File: src/rtl/morse_keyer_if.sv
// Character source <-> Morse keyer signal bundle.
// The keyer is the slave; the switch/character source is the master.
interface morse_keyer_if;
    logic [5:0] char_code;
    logic       start;
    logic       repeat_en;
    logic       key_out;
    logic       busy;
    logic       done;
    logic       err;
    logic [2:0] sym_len;
    logic [5:0] pattern;

    modport master (
        output char_code, start, repeat_en,
        input  key_out, busy, done, err, sym_len, pattern
    );

    modport slave (
        input  char_code, start, repeat_en,
        output key_out, busy, done, err, sym_len, pattern
    );
endinterface

File: src/rtl/morse_keyer.sv
// Morse keyer: latches a 6-bit character code and serialises its ITU Morse
// pattern onto key_out with dot/dash/gap timing in units of UNIT_CYCLES clocks.
module morse_keyer #(
    parameter int unsigned UNIT_CYCLES = 12_500_000
) (
    input  logic         clk_i,
    input  logic         rst_i,
    morse_keyer_if.slave key_if
);
    localparam int unsigned CntW = $clog2(UNIT_CYCLES + 1);
    localparam logic [CntW-1:0] UnitMax = CntW'(UNIT_CYCLES - 1);

    typedef enum logic [2:0] {StIdle, StMark, StSpace, StCgap, StWgap} state_e;

    state_e          state_q, state_d;
    logic [CntW-1:0] unit_cnt_q, unit_cnt_d;
    logic [1:0]      units_q, units_d;
    logic [2:0]      idx_q, idx_d;
    logic [5:0]      pattern_q, pattern_d;
    logic [2:0]      sym_len_q, sym_len_d;
    logic            key_out_q, key_out_d;
    logic            busy_q, busy_d;
    logic            done_q, done_d;
    logic            err_q, err_d;

    logic [8:0]      rom_entry;  // {length, pattern}; length 0 marks an invalid code
    logic            rom_valid;
    logic            tick;
    logic            cur_dash;
    logic [1:0]      state_last;  // final units_q value for the current state
    logic            last_unit;

    // Character ROM: code -> {symbol count, MSB-first dash pattern}
    always_comb begin
        rom_entry = 9'd0;
        unique case (key_if.char_code)
            6'd1:  rom_entry = {3'd2, 6'b010000};  // A
            6'd2:  rom_entry = {3'd4, 6'b100000};  // B
            6'd3:  rom_entry = {3'd4, 6'b101000};  // C
            6'd4:  rom_entry = {3'd3, 6'b100000};  // D
            6'd5:  rom_entry = {3'd1, 6'b000000};  // E
            6'd6:  rom_entry = {3'd4, 6'b001000};  // F
            6'd7:  rom_entry = {3'd3, 6'b110000};  // G
            6'd8:  rom_entry = {3'd4, 6'b000000};  // H
            6'd9:  rom_entry = {3'd2, 6'b000000};  // I
            6'd10: rom_entry = {3'd4, 6'b011100};  // J
            6'd11: rom_entry = {3'd3, 6'b101000};  // K
            6'd12: rom_entry = {3'd4, 6'b010000};  // L
            6'd13: rom_entry = {3'd2, 6'b110000};  // M
            6'd14: rom_entry = {3'd2, 6'b100000};  // N
            6'd15: rom_entry = {3'd3, 6'b111000};  // O
            6'd16: rom_entry = {3'd4, 6'b011000};  // P
            6'd17: rom_entry = {3'd4, 6'b110100};  // Q
            6'd18: rom_entry = {3'd3, 6'b010000};  // R
            6'd19: rom_entry = {3'd3, 6'b000000};  // S
            6'd20: rom_entry = {3'd1, 6'b100000};  // T
            6'd21: rom_entry = {3'd3, 6'b001000};  // U
            6'd22: rom_entry = {3'd4, 6'b000100};  // V
            6'd23: rom_entry = {3'd3, 6'b011000};  // W
            6'd24: rom_entry = {3'd4, 6'b100100};  // X
            6'd25: rom_entry = {3'd4, 6'b101100};  // Y
            6'd26: rom_entry = {3'd4, 6'b110000};  // Z
            6'd27: rom_entry = {3'd5, 6'b111110};  // 0
            6'd28: rom_entry = {3'd5, 6'b011110};  // 1
            6'd29: rom_entry = {3'd5, 6'b001110};  // 2
            6'd30: rom_entry = {3'd5, 6'b000110};  // 3
            6'd31: rom_entry = {3'd5, 6'b000010};  // 4
            6'd32: rom_entry = {3'd5, 6'b000000};  // 5
            6'd33: rom_entry = {3'd5, 6'b100000};  // 6
            6'd34: rom_entry = {3'd5, 6'b110000};  // 7
            6'd35: rom_entry = {3'd5, 6'b111000};  // 8
            6'd36: rom_entry = {3'd5, 6'b111100};  // 9
            6'd37: rom_entry = {3'd6, 6'b010101};  // .
            6'd38: rom_entry = {3'd6, 6'b110011};  // ,
            6'd39: rom_entry = {3'd6, 6'b001100};  // ?
            default: rom_entry = 9'd0;
        endcase
    end

    assign rom_valid = (rom_entry[8:6] != 3'd0);
    assign tick      = (unit_cnt_q == UnitMax);
    assign cur_dash  = pattern_q[3'd5 - idx_q];

    // Duration of the current state in units, minus one
    always_comb begin
        state_last = 2'd0;
        unique case (state_q)
            StMark:  state_last = cur_dash ? 2'd2 : 2'd0;
            StSpace: state_last = 2'd0;
            StCgap:  state_last = 2'd2;
            StWgap:  state_last = 2'd3;  // 3 units of CGAP + 4 here = 7-unit word gap
            default: state_last = 2'd0;
        endcase
    end

    assign last_unit = tick && (units_q == state_last);

    // State and datapath registers
    always_ff @(posedge clk_i) begin
        if (rst_i) begin
            state_q    <= StIdle;
            unit_cnt_q <= '0;
            units_q    <= 2'd0;
            idx_q      <= 3'd0;
            pattern_q  <= 6'd0;
            sym_len_q  <= 3'd0;
        end else begin
            state_q    <= state_d;
            unit_cnt_q <= unit_cnt_d;
            units_q    <= units_d;
            idx_q      <= idx_d;
            pattern_q  <= pattern_d;
            sym_len_q  <= sym_len_d;
        end
    end

    // Next-state logic: unit timing, symbol sequencing and character latch
    always_comb begin
        state_d    = state_q;
        unit_cnt_d = unit_cnt_q;
        units_d    = units_q;
        idx_d      = idx_q;
        pattern_d  = pattern_q;
        sym_len_d  = sym_len_q;

        if (state_q == StIdle) begin
            unit_cnt_d = '0;
            units_d    = 2'd0;
            if (key_if.start && rom_valid) begin
                pattern_d = rom_entry[5:0];
                sym_len_d = rom_entry[8:6];
                idx_d     = 3'd0;
                state_d   = StMark;
            end
        end else if (last_unit) begin
            unit_cnt_d = '0;
            units_d    = 2'd0;
            unique case (state_q)
                StMark:  state_d = (idx_q != sym_len_q - 3'd1) ? StSpace : StCgap;
                StSpace: begin
                    idx_d   = idx_q + 3'd1;
                    state_d = StMark;
                end
                StCgap:  state_d = key_if.repeat_en ? StWgap : StIdle;
                StWgap:  begin
                    idx_d   = 3'd0;
                    state_d = StMark;
                end
                default: state_d = StIdle;
            endcase
        end else if (tick) begin
            unit_cnt_d = '0;
            units_d    = units_q + 2'd1;
        end else begin
            unit_cnt_d = unit_cnt_q + 1'b1;
        end
    end

    // Output decode from the upcoming state so every output is a flop
    always_comb begin
        key_out_d = (state_d == StMark);
        busy_d    = (state_d != StIdle);
        done_d    = (state_q == StCgap) && (state_d == StIdle);
        err_d     = (state_q == StIdle) && key_if.start && !rom_valid;
    end

    // Output registers
    always_ff @(posedge clk_i) begin
        if (rst_i) begin
            key_out_q <= 1'b0;
            busy_q    <= 1'b0;
            done_q    <= 1'b0;
            err_q     <= 1'b0;
        end else begin
            key_out_q <= key_out_d;
            busy_q    <= busy_d;
            done_q    <= done_d;
            err_q     <= err_d;
        end
    end

    assign key_if.key_out = key_out_q;
    assign key_if.busy    = busy_q;
    assign key_if.done    = done_q;
    assign key_if.err     = err_q;
    assign key_if.sym_len = sym_len_q;
    assign key_if.pattern = pattern_q;
endmodule

File: src/flat_wrapper.sv
// flat-port wrapper written by rule: the top's interface ports become plain ports
module morse_keyer_flat 
#(
    parameter int unsigned UNIT_CYCLES = 12_500_000
)
  (clk_i, rst_i, key_if_char_code, key_if_start, key_if_repeat_en, key_if_key_out, key_if_busy, key_if_done, key_if_err, key_if_sym_len, key_if_pattern);
  morse_keyer_if key_if_i ();
  input  logic clk_i;
  input  logic rst_i;
  input wire logic [$bits(key_if_i.char_code)-1:0] key_if_char_code;
  input wire logic [$bits(key_if_i.start)-1:0] key_if_start;
  input wire logic [$bits(key_if_i.repeat_en)-1:0] key_if_repeat_en;
  output wire logic [$bits(key_if_i.key_out)-1:0] key_if_key_out;
  output wire logic [$bits(key_if_i.busy)-1:0] key_if_busy;
  output wire logic [$bits(key_if_i.done)-1:0] key_if_done;
  output wire logic [$bits(key_if_i.err)-1:0] key_if_err;
  output wire logic [$bits(key_if_i.sym_len)-1:0] key_if_sym_len;
  output wire logic [$bits(key_if_i.pattern)-1:0] key_if_pattern;
  assign key_if_i.char_code = key_if_char_code;
  assign key_if_i.start = key_if_start;
  assign key_if_i.repeat_en = key_if_repeat_en;
  assign key_if_key_out = key_if_i.key_out;
  assign key_if_busy = key_if_i.busy;
  assign key_if_done = key_if_i.done;
  assign key_if_err = key_if_i.err;
  assign key_if_sym_len = key_if_i.sym_len;
  assign key_if_pattern = key_if_i.pattern;
  morse_keyer #(.UNIT_CYCLES(UNIT_CYCLES)) u_core (.clk_i(clk_i), .rst_i(rst_i), .key_if(key_if_i));
endmodule
File: config.mk
export PLATFORM = sky130hd
export DESIGN_NAME = morse_keyer_flat
export DESIGN_NICKNAME = d
export VERILOG_FILES = /design/src/rtl/morse_keyer_if.sv /design/src/rtl/morse_keyer.sv /design/src/flat_wrapper.sv
export SDC_FILE = /design/constraint.sdc
export NUM_CORES = 1
export LEC_CHECK = 0
export ABC_CLOCK_PERIOD_IN_PS = 6100
export CAP_MARGIN = 20
export CORE_AREA = 2 2 94 96
export CTS_CLUSTER_DIAMETER = 150
export CTS_CLUSTER_SIZE = 10
export DETAILED_ROUTE_END_ITERATION = 16
export DIE_AREA = 0 0 96 98
export PLACE_DENSITY = 0.58
export SETUP_SLACK_MARGIN = 0.05
export SLEW_MARGIN = 10
export SYNTH_ARGS = -nofsm -noshare
export SYNTH_HDL_FRONTEND = slang
export SYNTH_SLANG_ARGS = --single-unit
File: constraint.sdc
create_clock -name clk_i -period 6.1 [get_ports clk_i]
set_input_delay 1.22 -clock clk_i [delete_from_list [all_inputs] [get_ports clk_i]]
set_output_delay 1.22 -clock clk_i [all_outputs]
set_load 0.01 [all_outputs]
==> impl_metrics.json <==
{
  "run_status": "finished, final reports clean",
  "dieArea_um2": 9410,
  "area_growth_pct": 13.0,
  "pre_cts_ws_ns": 2.00,
  "syn_inst": 356,
  "num_rows": 34,
  "synth_top_cell_by_area": "dfxtp_1",
  "ys_seq_area_share_pct": 31.7,
  "cts_sinks": 45,
  "tritoncts": "yes",
  "powerDensity_nw_per_um2": 200,
  "crit_path_end_kind": "flip-flop",
  "antenna_found_initial": 0,
  "slowest_stage": "clkdlybuf4s50_1",
  "place.gp.congestion": 0.808,
  "drive_above_1_share_pct": 6.23,
  "p_leak_nw": 1.13,
  "synth_nets": 377,
  "synth_edf_count": 0,
  "grt_max_degree": 30,
  "drc": 0,
  "crit_family": "compound AO/OA/AOI/OAI gates",
  "synth_area_leaders": "dfxtp_1 32%, nor2_1 6.2%, xor2_1 4.9%",
  "cts_hold_buf": 0,
  "synth.distinct_cells": 62,
  "holdPathStages": 1,
  "crit_arrival_ns": 3.94,
  "wl_per_cell_um": 13.3,
  "final.setup_skew_ns": 0.0120,
  "synth_area_um2": 2840,
  "path_clk_slew_ns": 0.09,
  "post-cts-setup-buffers": 0,
  "dr.pass1.iters": 4,
  "path_buf_inv": 1,
  "finalWorstSetupSlack_ns": 2.33,
  "initial_core_util_pct": 33.5,
  "fin_crit_sh_pct": 61.8,
  "clockRootBuffer": "clkbuf_8",
  "maxCapViolations": 0,
  "slew_violations": 0,
  "clk_latency_ns": 0.30,
  "io_pins": 23,
  "slew_headroom_pct": 38.5,
  "synthArstFlopShare_pct": 0,
  "max_stage_delay_ns": 1.05,
  "fillers": 864,
  "synth_top_cell_area_share_pct": 31.7,
  "setup_viol": 0,
  "path_cells": "clkdlybuf4s50_1 > nand2b_1 > a31oi_1 > o31ai_1 > a31oi_2 > a41oi_1 > o211a_1 > a21oi_1",
  "hold_class": "reg -> reg",
  "hold_viol": 0,
  "diodes": 0,
  "hold_ws_ns": 0.465,
  "overflow": 0,
  "place_area_um2": 3090,
  "coreArea_um2": 8470,
  "hpwlAfterDp_um": 4570,
  "drt_iter0_drc": 57,
  "vias_per_cell": 5.16,
  "clockBufferDepth": 2,
  "cts_resized": 0,
  "ant_nets": 0,
  "rsz0062_at_grt": "false",
  "synthFlopType": "dfxtp_1",
  "crit_path_start_kind": "input pin",
  "grt_usage_pct": 14.2,
  "critPathMaxFanout": 29,
  "nNetsFinal": 389,
  "wl_um": 6330,
  "cp.depth": 8,
  "grt_pass1_wl_um": 11000,
  "r2r_cells": 6,
  "die_y_um": 98,
  "design_area_um2": 3210,
  "ir_worst_vdd_mv": 0.117,
  "die_w_um": 96,
  "p_total_mw": 0.643,
  "htreeDepth": 2,
  "tightest_slew_ns": 0.920,
  "numCtsBuffers": 5,
  "grt_pass1_vias": 2370,
  "vias": 2461,
  "syn_area_per_cell_um2": 7.97,
  "crit_type": "in -> reg",
  "synth_seq_cells": 45,
  "cp_data_required_time_ns": 6.27,
  "fmax_mhz": 265,
  "io_buffer_count": 22,
  "synth_warnings": 0,
  "finalSetupTns_ns": 0,
  "period_minus_slack_ns": 3.77
}
final cells by class:
cell class                 instances  area, um^2  area share, %
tap                              108         135           4.21
multi-input combinational        278        1780           55.4
clock buffer                       5        68.8           2.15
clock inverter                     3        46.3           1.44
inverter                          16        60.1           1.87
sequential                        45         901           28.1
timing repair buffer              22         220           6.86
where the power goes:
part / internal [mW] / total [mW] / leakage [nW] / switching, mW
Clock: 0.123 / 0.229 / 0.0543 / 0.106
Sequential: 0.302 / 0.308 / 0.365 / 0.00682
Combinational: 0.0460 / 0.106 / 0.708 / 0.0596
cell families after synthesis:
logic type | after synthesis | share of synthesized area (%)
AND/OR/NAND/NOR | 167 | 30.6
AO/OA/AOI/OAI | 64 | 14.9
flip-flops | 45 | 31.7
buffers and inverters | 33 | 5.68
XOR/XNOR | 28 | 8.90
adder cells (fa/ha/maj) | 11 | 4.85
multiplexers | 8 | 3.35
cell usage in the layout, fill, tap and decap left out, types with 3 or more instances in the layout:
cell type and count:
nor2b_1 5, xor2_1 16, nor4b_1 3, a31oi_1 5, xnor2_1 11, ha_1 11
inv_1 15, dfxtp_1 45, a211oi_1 5, and2_1 3, nor3_1 13, nand2b_1 10
a21oi_1 17, nor2_1 47, nand2_1 35, o21ai_0 14, nand4_1 5, mux2i_1 5
clkbuf_8 5, nand3_1 18, clkdlybuf4s50_1 22, or3_1 4, and3_1 8
registers in the layout, indices dropped and copies added, names as in the netlist, 2 cells and up:
| register | flops |
|---|---|
| u_core.unit_cnt_q | 24 |
| u_core.key_if.pattern | 6 |
| u_core.idx_q | 3 |
| u_core.key_if.sym_len | 3 |
| u_core.state_q | 3 |
| u_core.units_q | 2 |
cells in the mapped netlist, types with 2 or more instances:
cell type	instances
o211ai_1	2
nor2_1	47
and2_1	3
o21ai_0	14
or3_1	4
buf_4	2
xor2_1	16
buf_2	6
nand3_1	18
dfxtp_1	45
nor4_2	2
and3_1	8
xnor2_1	11
mux2_2	2
buf_6	3
nand2b_1	10
a31oi_1	5
nand3b_1	2
nor3_1	13
mux2i_1	5
ha_1	11
nor4bb_1	2
nor4b_1	3
a21oi_1	17
nor2b_1	5
nand4_1	5
inv_1	15
a21o_1	2
a211oi_1	5
clkbuf_1	6
nand2_1	35
o311a_1	2
worst paths after layout:
kind / startpoint / end / slack [ns]
min reg2reg: u_core.unit_cnt_q[0] / u_core.unit_cnt_q[0] / 0.47
max reg2reg: u_core.unit_cnt_q[0] / u_core.unit_cnt_q[10] / 3.70
min: u_core.unit_cnt_q[0] / u_core.unit_cnt_q[0] / 0.47
max: key_if_char_code[2] / u_core.key_if.busy / 2.33
layer usage:
metal | wire (um) | GRT usage, % | vias to the layer above
met1 | 3050 | 19.0 | 1141
met4 | 49 | 3.74 | 0
met5 | 0 | 0 | -
li1 | - | - | 1271
met3 | 231 | 3.01 | 4
met2 | 3000 | 23.2 | 45
stage by stage:
stage	std cells	utilization, %
after floorplan	356	-
after global placement	469	36.5
after detailed placement	469	36.5
after CTS	477	37.9
after global routing	477	37.9
final	477	37.9
(Power assumes the default switching activity.)
